===== config.mk =====
export PLATFORM = sky130hd
export DESIGN_NAME = mmio_console_rx
export DESIGN_NICKNAME = d
export VERILOG_FILES = /design/src/rtl/mmio_console_rx_pkg.sv /design/src/rtl/mmio_console_rx_byte_fifo.sv /design/src/rtl/mmio_console_rx.sv
export SDC_FILE = /design/constraint.sdc
export NUM_CORES = 1
export LEC_CHECK = 0
export CORE_MARGIN = 4
export CORE_UTILIZATION = 51
export CTS_CLUSTER_DIAMETER = 80
export CTS_CLUSTER_SIZE = 40
export DETAILED_ROUTE_END_ITERATION = 8
export PLACE_DENSITY = 0.9
export SYNTH_ARGS = -nofsm -noshare
export SYNTH_HDL_FRONTEND = slang
export SYNTH_SLANG_ARGS = --single-unit

===== constraint.sdc =====
create_clock -name clk -period 3.4 [get_ports clk]
set_clock_uncertainty 0.05 [all_clocks]
set_input_delay 0.68 -clock clk [delete_from_list [all_inputs] [get_ports clk]]
set_output_delay 0.68 -clock clk [all_outputs]
set_load 0.02 [all_outputs]

===== src/rtl/mmio_console_rx_pkg.sv =====
// Shared console MMIO definitions: data-bus request/response types, console
// TX/halt/RX addresses and RX STATUS register bit positions.
package mmio_console_rx_pkg;

  typedef struct packed {
    logic        valid;
    logic [31:0] addr;
    logic [31:0] data;
    logic [3:0]  do_read;
    logic [3:0]  do_write;
  } memory_io_req;

  typedef struct packed {
    logic        valid;
    logic [31:0] addr;
    logic [31:0] data;
  } memory_io_rsp;

  localparam logic [31:0] console_tx_addr        = 32'h0002_FFF8;
  localparam logic [31:0] halt_addr              = 32'h0002_FFFD;
  localparam logic [31:0] console_rx_data_addr   = 32'h0002_FFF0;
  localparam logic [31:0] console_rx_status_addr = console_rx_data_addr + 32'd4;

  localparam int status_nonempty_bit = 0;
  localparam int status_full_bit     = 1;
  localparam int status_overflow_bit = 2;
  localparam int status_count_lsb    = 8;

  localparam logic [31:0] rx_eof_word = 32'hFFFF_FFFF;

  function automatic logic [31:0] status_word(input logic nonempty, input logic full,
                                              input logic overflow, input logic [7:0] count);
    logic [31:0] s;
    s = '0;
    s[status_nonempty_bit]       = nonempty;
    s[status_full_bit]           = full;
    s[status_overflow_bit]       = overflow;
    s[status_count_lsb +: 8]     = count;
    return s;
  endfunction

endpackage


===== src/rtl/mmio_console_rx_byte_fifo.sv =====
// Circular byte FIFO with push/pop/flush and occupancy count; flush overrides
// push and pop in the same cycle.
module mmio_console_rx_byte_fifo #(
  parameter int depth = 16,
  parameter int width = 8
) (
  input  logic                       clk,
  input  logic                       reset,
  input  logic                       push,
  input  logic [width-1:0]           wdata,
  input  logic                       pop,
  input  logic                       flush,
  output logic [width-1:0]           rdata,
  output logic                       full,
  output logic                       empty,
  output logic [$clog2(depth):0]     count,
  output logic [$clog2(depth):0]     count_next
);

  localparam int aw = $clog2(depth);
  localparam int cw = aw + 1;

  logic [width-1:0] mem [depth];
  logic [aw-1:0]    wr_ptr, rd_ptr;
  logic             push_ok, pop_ok;

  assign full    = (count == cw'(depth));
  assign empty   = (count == '0);
  assign push_ok = push && !full && !flush;
  assign pop_ok  = pop && !empty && !flush;
  assign rdata   = mem[rd_ptr];

  always_comb begin
    count_next = count;
    if (flush)
      count_next = '0;
    else if (push_ok && !pop_ok)
      count_next = count + cw'(1);
    else if (pop_ok && !push_ok)
      count_next = count - cw'(1);
  end

  // Pointers wrap naturally because depth is a power of two.
  always_ff @(posedge clk) begin
    if (reset) begin
      wr_ptr <= '0;
      rd_ptr <= '0;
      count  <= '0;
    end else begin
      count <= count_next;
      if (flush) begin
        wr_ptr <= '0;
        rd_ptr <= '0;
      end else begin
        if (push_ok) wr_ptr <= wr_ptr + aw'(1);
        if (pop_ok)  rd_ptr <= rd_ptr + aw'(1);
      end
    end
  end

  always_ff @(posedge clk) begin
    if (push_ok) mem[wr_ptr] <= wdata;
  end

endmodule


===== src/rtl/mmio_console_rx.sv =====
// Memory-mapped console input: host bytes stream into a FIFO, the core pops
// them via RX_DATA loads and inspects/controls the buffer via STATUS.
module mmio_console_rx
  import mmio_console_rx_pkg::*;
#(
  parameter int          depth     = 16,
  parameter logic [31:0] base_addr = console_rx_data_addr
) (
  input  logic         clk,
  input  logic         reset,
  input  memory_io_req req,
  output memory_io_rsp rsp,
  input  logic         in_valid,
  input  logic [7:0]   in_data,
  output logic         in_ready,
  output logic         irq
);

  localparam logic [31:0] status_addr = base_addr + 32'd4;
  localparam int          cw          = $clog2(depth) + 1;

  logic          hit_data, hit_status, rd, pop, flush, ovf_clr, ovf_set;
  logic          overflow, full, empty;
  logic [7:0]    head;
  logic [cw-1:0] count, count_next;
  logic [31:0]   rd_data;
  logic          unused_req_bits;

  assign hit_data   = req.valid && (req.addr == base_addr);
  assign hit_status = req.valid && (req.addr == status_addr);
  assign rd         = |req.do_read;
  assign pop        = hit_data && rd;
  assign flush      = hit_status && req.do_write[0] && req.data[0];
  assign ovf_clr    = hit_status && req.do_write[0] && req.data[2];
  // A byte offered while full is lost unless a flush discards it anyway.
  assign ovf_set    = in_valid && full && !flush;
  assign in_ready   = !full;

  mmio_console_rx_byte_fifo #(.depth(depth), .width(8)) u_fifo (
    .clk       (clk),
    .reset     (reset),
    .push      (in_valid),
    .wdata     (in_data),
    .pop       (pop),
    .flush     (flush),
    .rdata     (head),
    .full      (full),
    .empty     (empty),
    .count     (count),
    .count_next(count_next)
  );

  always_comb begin
    rd_data = '0;
    if (hit_data)
      rd_data = empty ? rx_eof_word : {24'h0, head};
    else
      rd_data = status_word(!empty, full, overflow, 8'(count));
  end

  always_ff @(posedge clk) begin
    if (reset)
      overflow <= 1'b0;
    else if (ovf_set)
      overflow <= 1'b1;
    else if (ovf_clr)
      overflow <= 1'b0;
  end

  always_ff @(posedge clk) begin
    if (reset) begin
      rsp.valid <= 1'b0;
      rsp.addr  <= '0;
      rsp.data  <= '0;
      irq       <= 1'b0;
    end else begin
      rsp.valid <= (hit_data || hit_status) && rd;
      if ((hit_data || hit_status) && rd) begin
        rsp.addr <= req.addr;
        rsp.data <= rd_data;
      end
      irq <= (count_next != '0);
    end
  end

  assign unused_req_bits = ^{req.do_write[3:1], req.data[31:3], req.data[1]};

endmodule


### Yosys cells after proc, flatten, opt, wreduce, memory -nomap -nowiden

Memories as Yosys holds them, arrays and structs flattened. A register that Yosys moved wholly into a read port is not among the register bits.
Cells that the tools add are included.

| storage, ports and cells | value |
|---|---|
| logic and storage cells | 53 |
| bits in registers | 80 |
| memory bits (writable) | 128 |
| memories | 1 |
| input bits | 84 |

Memory list:

| name | depth | bits a word | read ports | clocked after memory_dff | write ports | RTL line | RTL |
|---|---|---|---|---|---|---|---|
| u_fifo.mem | 16 | 8 | 1 | 1 | 1 | mmio_console_rx_byte_fifo.sv:23 | `logic [width-1:0] mem [depth];` |

| cells by class | value |
|---|---|
| reductions and logical operators | 26 |
| equal/unequal tests | 3 |
| add/sub/neg operators | 4 |
| multiplexer cells | 11 |

Operators with widths:

| cell | count |
|---|---|
| == test 32 x 18 -> 1 bit, second input constant | 2 |
| 2-to-1 mux 32 bit | 2 |
| logical AND 1 bit | 15 |
| 2-to-1 mux 5 bit | 3 |
| adder 4 x 1 -> 4 bit, second input constant | 2 |
| 2-to-1 mux 4 bit | 2 |
| adder 5 x 1 -> 5 bit, second input constant | 1 |
| == test 5 bit, second input constant | 1 |
| logical NOT 1 bit | 5 |
| logical NOT 5 bit | 1 |
| nonzero test 5 bit | 1 |
| subtractor 5 x 1 -> 5 bit, second input constant | 1 |
| 2-to-1 mux 1 bit | 4 |
| OR reduction 4 bit | 1 |
| nonzero test 2 bit | 1 |
| OR reduction 2 bit | 1 |
| logical OR 1 bit | 1 |

### Longest topological paths before layout

Gate-level depths: netlist of run 1.

| logic depth | value |
|---|---|
| depth after elaboration | 12 |
| mapped depth | 9 |
| depth with buffers taken out | 8 |

### Modules after synthesis

Synthesis of run 1 repeated with hierarchy kept, for this count alone.

| unflattened totals | value |
|---|---|
| cells, all modules | 499 |
| area, all modules | 7988.9 µm² |

Modules (own cells, without submodules):

| module | area each (µm²) | seq. area each (µm²) | cells an instance | instances |
|---|---|---|---|---|
| mmio_console_rx_byte_fifo | 5896.9 | 4184.0 | 301 | 1 |
| mmio_console_rx | 2092.0 | 980.9 | 198 | 1 |

### Worst setup path after synthesis of run 1

No wires, ideal clock.

| path | value |
|---|---|
| path type | register to register |
| start point | register u_fifo.count[0] |
| end point | memory u_fifo.mem[3][0] (enable) |
| path buffers | 1 |
| library setup time | 383 ps |
| stages on the path, launching flop included | 9 |
| arrival | 2335 ps |
| path slack | 632 ps |
| cells stage by stage | dfxtp_1 inv_1 ha_1 nand4bb_1 buf_2 nand2_1 a31oi_1 nand2_1 nor3_1 |

| on the way | value |
|---|---|
| word-level cells in the longest chain between the ends | 6 |

Ends and longest elaborated chain:

| item | RTL line | RTL |
|---|---|---|
| start, declared | mmio_console_rx_byte_fifo.sv:16 | `output logic [$clog2(depth):0] count,` |
| start signal, assigned | mmio_console_rx_byte_fifo.sv:50 | `count <= count_next;` |
| == test 5 bit | mmio_console_rx_byte_fifo.sv:27 | `assign full = (count == cw'(depth));` |
| logical NOT 1 bit | n/a |  |
| named net in_ready | mmio_console_rx.sv:15 | `output logic in_ready,` |
| logical AND 1 bit (2 in series) | mmio_console_rx_byte_fifo.sv:29 | `assign push_ok = push && !full && !flush;` |
| 2-to-1 mux 1 bit | mmio_console_rx_byte_fifo.sv:62 | `if (push_ok) mem[wr_ptr] <= wdata;` |
| 2-to-1 mux 1 bit (not written as such) | mmio_console_rx_byte_fifo.sv:62 |  |
| end, declared | mmio_console_rx_byte_fifo.sv:23 |  |

The timed path passes the listed nets, and every way through them passes these cells.

### Final worst setup path of run 1

| path | value |
|---|---|
| start point | register u_fifo.count[0] |
| end point | memory u_fifo.mem[7][7] (enable) |

| on the way | value |
|---|---|
| word-level cells in the longest chain between the ends | 6 |

Ends and longest elaborated chain:

| item | RTL line |
|---|---|
| == test 5 bit | mmio_console_rx_byte_fifo.sv:27 |
| logical NOT 1 bit | mmio_console_rx_byte_fifo.sv:29 |
| logical AND 1 bit (2 in series) | mmio_console_rx_byte_fifo.sv:29 |
| 2-to-1 mux 1 bit | mmio_console_rx_byte_fifo.sv:62 |
| 2-to-1 mux 1 bit (not written as such) | mmio_console_rx_byte_fifo.sv:62 |

No other way between the ends.

==> results.py, run 1 <==
metrics = {
    "run_status": {
        "outcome": "finished clean",
    },
    "cells_and_area": {
        "final_core_util_pct": 65.08,
        "final_nets": 703,
        "fill_cells": 923,
        "area_delta_synth_final_pct": 24.60,
        "stdcell_count": 807,
        "antenna_cells": 0,
        "finalInstanceArea_sq_mm": 0.009494,
        "drive_gt1_share_pct": 15.41,
    },
    "placed_design": {
        "dp.cells": 776,
        "dp_hpwl_mm": 11.08,
        "port_buffers": 117,
        "gp_congestion": 0.8791,
        "placed_area_sq_mm": 0.008902,
    },
    "timing": {
        "fmax_ghz": 0.3156,
        "max_slew_margin_pct": 40.32,
        "finalCriticalPeriod_ps": 3168,
        "timing.hold.ws_ps": 406.2,
        "fin_crit_sh_pct": 93.19,
        "fin_tns_setup_ps": 0,
        "setup_viol": 0,
        "tightest_slew_ps": 892.0,
        "drv_slew": 0,
        "rsz0062_at_grt": "false",
        "hold_viol": 0,
    },
    "cts": {
        "cts_buffer_depth": 2,
        "postCtsSetupRepairBufs": 0,
        "htree_num_levels": 4,
        "cts_resized": 0,
        "path_clk_slew_ps": 70,
        "cts_buffers": 17,
        "clock_latency_ps": 430,
        "cts_tree": "done",
        "cts_root_buffer": "clkbuf_16",
        "cts.sinks": 194,
        "hold_buffers": 0,
    },
    "power": {
        "powerDensity_mw_per_mm2": 504.9,
        "pwr-share-comb_pct": 5.2,
        "p_clk_share_pct": 41.5,
        "peakVddDrop_mv": 0.4069,
        "p_seq_share_pct": 53.3,
        "sw_frac_of_total_pct": 20.65,
        "p_int_mw": 3.804,
        "p_sw_mw": 0.9899,
        "p_leak_nw": 3.111,
    },
    "drt": {
        "detail-route-antenna-nets": 0,
        "wl_per_cell_um": 20.22,
        "drc": 0,
        "drtIter0Drc": 484,
        "drt-vias-per-instance": 5.706,
        "dr.pass1.iters": 5,
        "wl_mm": 16.31,
        "vias": 4605,
    },
    "setup_path": {
        "cp_max_fo": 8,
        "rr_worst_depth": 8,
        "worstPathRequired_ps": 3400,
        "critPathKind": "flop to flop",
        "crit_arrival_ps": 3170,
        "timing.rr.start": "u_fifo.count[0]$_SDFF_PP0_",
        "rrSetupSlack_ps": 230,
        "startpoint_type": "flop",
        "timing.rr.end": "u_fifo.mem[7][7]$_DFFE_PP_",
        "worst_setup_path_end_kind": "flop",
    },
    "run": {
        "timing.max_cap.violations": 0,
    },
    "floorplan": {
        "die_y_um": 130.2,
        "pin_count": 151,
        "die_area_sq_mm": 0.01696,
        "initial_core_util_pct": 52.23,
        "die_x_um": 130.2,
        "core_area_sq_mm": 0.01459,
        "row_count": 44,
    },
    "synthesis": {
        "async_reset_ff_share_pct": 0,
        "syn_nets": 596,
        "synth_edf_count": 128,
        "ys_seq_area_share_pct": 67.78,
        "syn_inst": 504,
        "syn-mean-instance-area_sq_um": 15.12,
        "ys.warnings.count": 0,
        "synth.distinct_cells": 45,
        "synth_ff_type": "edfxtp_1",
        "yosys_register_bits": 194,
        "syn_area_sq_mm": 0.007620,
    },
    "min_path": {
        "worstHoldPathType": "flop to flop",
        "hold_start": "rsp[52]$_SDFFE_PP0P_",
        "min_delay_path_depth": 1,
        "min_to": "rsp[52]$_SDFFE_PP0P_",
    },
    "grt": {
        "first_global_vias": 4549,
        "grt_max_degree": 32,
        "antenna_found_initial": 0,
        "gr-total-overflow": 0,
        "grt_pass1_wl_mm": 25.43,
        "grtUsageTotal_pct": 20.20,
    },
}
per-stage QoR:
| step | setup slack [ps] | power, mW |
|---|---|---|
| after floorplan | 632.2 | 2.715 |
| after global placement | 246.6 | 2.833 |
| after detailed placement | 167.1 | 2.851 |
| after CTS | 305.3 | 4.813 |
| after global routing | 63.11 | 4.938 |
| final | 231.6 | 4.794 |
final cells by class:
cell class / instances / area (sq um) / area share, %
inverters: 6 / 22.52 / 0.2372
multi-input cells: 258 / 2172 / 22.88
repair buffers: 134 / 1311 / 13.81
flip-flops and latches: 194 / 5166 / 54.41
clock inverters: 14 / 166.4 / 1.753
well taps: 184 / 230.2 / 2.425
clock buffers: 17 / 425.4 / 4.481
registers in the layout, summed over array words and instances, names as in the netlist, named ones only:
signal         cells
u_fifo.mem       128
u_fifo.rd_ptr      4
rsp               47
overflow           1
u_fifo.count       5
irq                1
u_fifo.wr_ptr      4
power groups by stage:
| stage | clock (mW) | combinational, mW | sequential (mW) |
|---|---|---|---|
| 6_report | 1.99 | 0.248 | 2.55 |
| 5_1_grt | 2.11 | 0.270 | 2.56 |
| 4_1_cts | 2.01 | 0.246 | 2.55 |
| 3_5_place_dp | 0 | 0.245 | 2.61 |
| 3_3_place_gp | 0 | 0.230 | 2.60 |
| 2_1_floorplan | 0 | 0.114 | 2.60 |
cells by family after synthesis:
kind of cell	count (synthesis)	share of synthesized area, %
compound gates	40	3.612
xor+xnor	8	0.9194
fa+ha+maj	8	1.314
buf+inv	52	3.711
flops	194	67.78
mux	41	11.95
simple gates	161	10.71
Yosys cell counts, types with 4 or more instances:
cell type  count  area share [%]
edfxtp_1     128              50
dfxtp_1       66              17
nor2_1        66             3.3
mux4_2        40              12
and2_1        20             1.6
nand2_1       20            0.99
buf_4         19             1.9
nor3_1        18             1.2
clkbuf_1      17            0.84
a21oi_1       13            0.85
a211oi_1       9            0.89
ha_1           8             1.3
buf_2          7            0.46
nand4_1        7            0.57
inv_1          6            0.30
nand2b_1       5            0.41
a31oi_1        4            0.33
and3_1         4            0.33
nand3_1        4            0.26
nor4_1         4            0.33
xnor2_1        4            0.46
xor2_1         4            0.46
metal layers:
layer  share of wire (%)  up-vias  GRT usage, %
met4                 1.6        0         6.357
li1                    -     2093             -
met1                  39     2281         25.42
met3                 7.3       28         4.625
met5                   0        -             0
met2                  53      203         34.91
how the worst max path moves through the flow:
| stage | start | endpoint | slack [ps] |
|---|---|---|---|
| after floorplan | u_fifo.count[0]$_SDFF_PP0_ | u_fifo.mem[3][0]$_DFFE_PP_ | 630 |
| after global placement | req[5] | irq$_SDFF_PP0_ | 250 |
| after detailed placement | req[66] | u_fifo.mem[7][7]$_DFFE_PP_ | 170 |
| after CTS | u_fifo.count[0]$_SDFF_PP0_ | u_fifo.mem[11][7]$_DFFE_PP_ | 310 |
| after global routing | u_fifo.count[0]$_SDFF_PP0_ | u_fifo.mem[7][7]$_DFFE_PP_ | 60 |
| final | u_fifo.count[0]$_SDFF_PP0_ | u_fifo.mem[7][7]$_DFFE_PP_ | 230 |
cell usage in the layout, fill, tap and decap left out, types with 5 or more instances in the layout:
cell | Yosys | final
nand2_1 | 20 | 20
and2_1 | 20 | 20
a211oi_1 | 9 | 9
dfxtp_1 | 66 | 65
nor3_1 | 18 | 18
clkdlybuf4s50_1 | 0 | 117
edfxtp_1 | 128 | 128
nor2_1 | 66 | 66
clkinvlp_4 | 0 | 7
clkbuf_16 | 0 | 17
ha_1 | 8 | 8
a21oi_1 | 13 | 13
inv_1 | 6 | 6
buf_4 | 19 | 16
nand2b_1 | 5 | 5
nand4_1 | 7 | 7
mux4_2 | 40 | 40
critical path, cell delays in order (launching register included):
cell and delay [ps]:
dfxtp_1 470, inv_1 170, ha_1 250, nand4bb_1 330
nand2_1 240, a31oi_1 220, buf_4 180, nand2_1 160
nor2_1 710
Power figures use the tool's default switching activity.
==> run 2: changes to the inputs <==
--- a/config.mk
+++ b/config.mk
@@ -5,12 +5,13 @@
 export SDC_FILE = /design/constraint.sdc
 export NUM_CORES = 1
 export LEC_CHECK = 0
+export ABC_AREA = 1
 export CORE_MARGIN = 4
-export CORE_UTILIZATION = 51
+export CORE_UTILIZATION = 47
 export CTS_CLUSTER_DIAMETER = 80
 export CTS_CLUSTER_SIZE = 40
 export DETAILED_ROUTE_END_ITERATION = 8
-export PLACE_DENSITY = 0.9
+export PLACE_DENSITY = 0.87
 export SYNTH_ARGS = -nofsm -noshare
 export SYNTH_HDL_FRONTEND = slang
 export SYNTH_SLANG_ARGS = --single-unit
==> constraint.sdc (replaced) <==
create_clock -name clk -period 2.7 [get_ports clk]
set_clock_uncertainty 0.05 [all_clocks]
set_input_delay 0.54 -clock clk [delete_from_list [all_inputs] [get_ports clk]]
set_output_delay 0.54 -clock clk [all_outputs]
set_load 0.02 [all_outputs]
==> results.py, run 2 <==
metrics = {
    "run": {
        "timing.max_cap.violations": 0,
    },
    "synthesis": {
        "synth_ff_type": "edfxtp_1",
        "syn_area_sq_mm": 0.008150,
        "synth_top_area_share_pct": 47.16,
        "syn_nets": 857,
        "async_reset_ff_share_pct": 0,
        "ys_top_cells_by_area": "edfxtp_1, dfxtp_1, nor2_1",
        "synth_edf_count": 128,
        "syn_inst": 765,
        "synth.most_common_cell": "edfxtp_1",
        "yosys_register_bits": 194,
        "ys_seq_area_share_pct": 63.37,
        "syn-mean-instance-area_sq_um": 10.65,
        "synth.distinct_cells": 39,
        "ys.warnings.count": 0,
        "synth_commonest_cells": "edfxtp_1, nor2_1, inv_1, nand2_1, dfxtp_1",
        "post-synth-top-area-cell": "edfxtp_1",
    },
    "power": {
        "peakVddDrop_mv": 0.4690,
        "p_leak_nw": 3.814,
        "powerDensity_mw_per_mm2": 575.4,
    },
    "setup_path": {
        "path_cells": "inv_1, ha_1, nand2_1, nor2_1, inv_1, nand2_2, inv_2, nand2_2, inv_1, nand2_1, nor2_1",
        "slowest_delay_ps": 740,
        "critPathBufInv": 4,
        "startpoint_type": "flop",
        "cpMostUsedCell": "inv_1",
        "worstPathRequired_ps": 2710,
        "critPathKind": "flop to flop",
        "crit_arrival_ps": 2570,
        "rrSetupSlack_ps": 130,
        "cp_max_fo": 8,
        "critical-path-top-delay-family": "simple AND/OR/NAND/NOR gates",
        "worst_setup_path_end_kind": "flop",
        "crit_slowest_cell": "nor2_1",
    },
    "cts": {
        "path_clk_slew_ps": 70,
        "htree_num_levels": 4,
        "cts_buffer_depth": 2,
        "cts_root_buffer": "clkbuf_16",
        "clock_latency_ps": 430,
        "cts.sinks": 194,
        "cts_buffers": 17,
        "cts_tree": "done",
    },
    "floorplan": {
        "row_count": 47,
        "die_x_um": 139.7,
        "die_y_um": 139.7,
        "initial_core_util_pct": 48.63,
        "core_area_sq_mm": 0.01676,
        "die_area_sq_mm": 0.01951,
        "pin_count": 151,
    },
    "drt": {
        "drt-vias-per-instance": 5.415,
        "drc": 0,
        "vias": 6016,
        "detail-route-antenna-nets": 0,
        "wl_per_cell_um": 17.60,
        "drtIter0Drc": 491,
        "wl_mm": 19.56,
        "dr.pass1.iters": 5,
    },
    "min_path": {
        "worstHoldPathType": "flop to flop",
    },
    "placed_design": {
        "dp_hpwl_mm": 13.33,
        "port_buffers": 117,
        "dp.cells": 1079,
        "gp_congestion": 0.9075,
        "pre_cts_ws_ps": -357.9,
    },
    "timing": {
        "setup_ws_ps": 132.6,
        "drv_slew": 0,
        "fmax_ghz": 0.3895,
        "setup_viol": 0,
        "finalCriticalPeriod_ps": 2567,
        "rsz0062_at_grt": "true",
        "fin_crit_sh_pct": 95.09,
        "tightest_slew_ps": 940.7,
        "hold_viol": 0,
        "max_slew_margin_pct": 37.06,
    },
    "cells_and_area": {
        "layout_common_cells": "edfxtp_1, clkdlybuf4s50_1, nor2_1, inv_1, nand2_1",
        "area_delta_synth_final_pct": 23.73,
        "largest_reg_flops": 128,
        "drive_gt1_share_pct": 11.22,
        "multi_input_area_sq_mm": 0.002397,
        "top_register": "u_fifo.mem",
        "final_nets": 970,
        "regArea_sq_mm": 0.005167,
        "antenna_cells": 0,
        "stdcell_count": 1111,
        "final_common_cell": "edfxtp_1",
        "fill_cells": 1282,
        "largestRegisters": "u_fifo.mem x128, rsp x47, u_fifo.count x5",
    },
    "run_status": {
        "outcome": "finished clean",
    },
    "grt": {
        "first_global_vias": 6186,
        "grt_pass1_wl_mm": 31.26,
        "grtUsageTotal_pct": 20.19,
        "gr-total-overflow": 0,
        "grt_max_degree": 47,
        "antenna_found_initial": 0,
    },
}
[run 2: changes by cell type in the layout (fill, tap and decap cells not counted), moves of 11 or more]
cell and delta:
nand2_2 +11, nor3_1 -14, mux4_2 -40, inv_1 +79, o21ai_0 +63, o211ai_1 +11, nand3_1 +49, o221ai_1 +20
and2_1 -20, mux2i_1 +18, nand2_1 +58, nor2_1 +25, nor2_2 +13
[run 2: timing repair]
item                       4_1_cts  5_1_grt
setup endpoints to repair        0       86
gates resized for setup          0       13
hold buffers                     0        0
buffers inserted                 0        0
[run 2: worst reg2reg max path, stage by stage (launching register included)]
cell	delay [ps]
dfxtp_1	390
inv_1	120
ha_1	220
nand2_1	70
nor2_1	70
inv_1	110
nand2_2	80
inv_2	60
nand2_2	60
inv_1	90
nand2_1	130
nor2_1	740
[run 2: layout make-up]
type,count,share of cell area (%)
sequential,194,51.24
timing repair buffer,143,13.70
inverter,91,3.387
multi-input combinational,431,23.77
clock buffer,19,4.293
clock inverter,13,0.8809
tap,220,2.730
[run 2: kinds of logic after synthesis]
family | Yosys count | share of synthesized area, %
flip-flops | 194 | 63.37
XOR/XNOR | 3 | 0.3224
AND/OR/NAND/NOR | 271 | 15.38
AO/OA/AOI/OAI | 130 | 9.779
multiplexers | 19 | 2.333
buffers and inverters | 140 | 7.584
adder cells (fa/ha/maj) | 8 | 1.228
[run 2: routing by layer]
layer | GRT usage (%) | up-vias | wire length [um]
li1 | - | 2849 | -
met4 | 8.567 | 0 | 664
met2 | 33.58 | 298 | 9381
met3 | 8.508 | 59 | 2209
met1 | 22.88 | 2810 | 7301
met5 | 0 | - | 0
[run 2: path summary, 6_finish.rpt]
| check | from | endpoint | depth (start not counted) |
|---|---|---|---|
| worst max-delay path | u_fifo.count[0]$_SDFF_PP0_ | u_fifo.mem[14][4]$_DFFE_PP_ | 11 |
| worst min-delay path | rsp[56]$_SDFFE_PP0P_ | rsp[56]$_SDFFE_PP0P_ | 2 |
| worst max register to register | u_fifo.count[0]$_SDFF_PP0_ | u_fifo.mem[14][4]$_DFFE_PP_ | 11 |
| worst min register to register | rsp[56]$_SDFFE_PP0P_ | rsp[56]$_SDFFE_PP0P_ | 2 |
[run 2: where the power goes]
| part | switching (mW) | leakage, nW | internal (mW) |
|---|---|---|---|
| sequential | 0.0169 | 1.69 | 3.20 |
| combinational | 0.196 | 1.89 | 0.137 |
| clock | 1.08 | 0.239 | 1.17 |
[run 2: through the flow]
stage	hold WS [ps]	util, %	area [sq um]	setup TNS [ps]	power [mW]
6_report	401.8	60.17	10080	0	5.803
5_1_grt	432.1	60.17	10080	-99.06	5.982
4_1_cts	405.0	59.98	10050	0	5.810
3_5_place_dp	395.3	56.86	9530	-22870	3.607
3_3_place_gp	389.9	56.86	9530	-13210	3.595
2_1_floorplan	385.8	-	8150	0	3.426
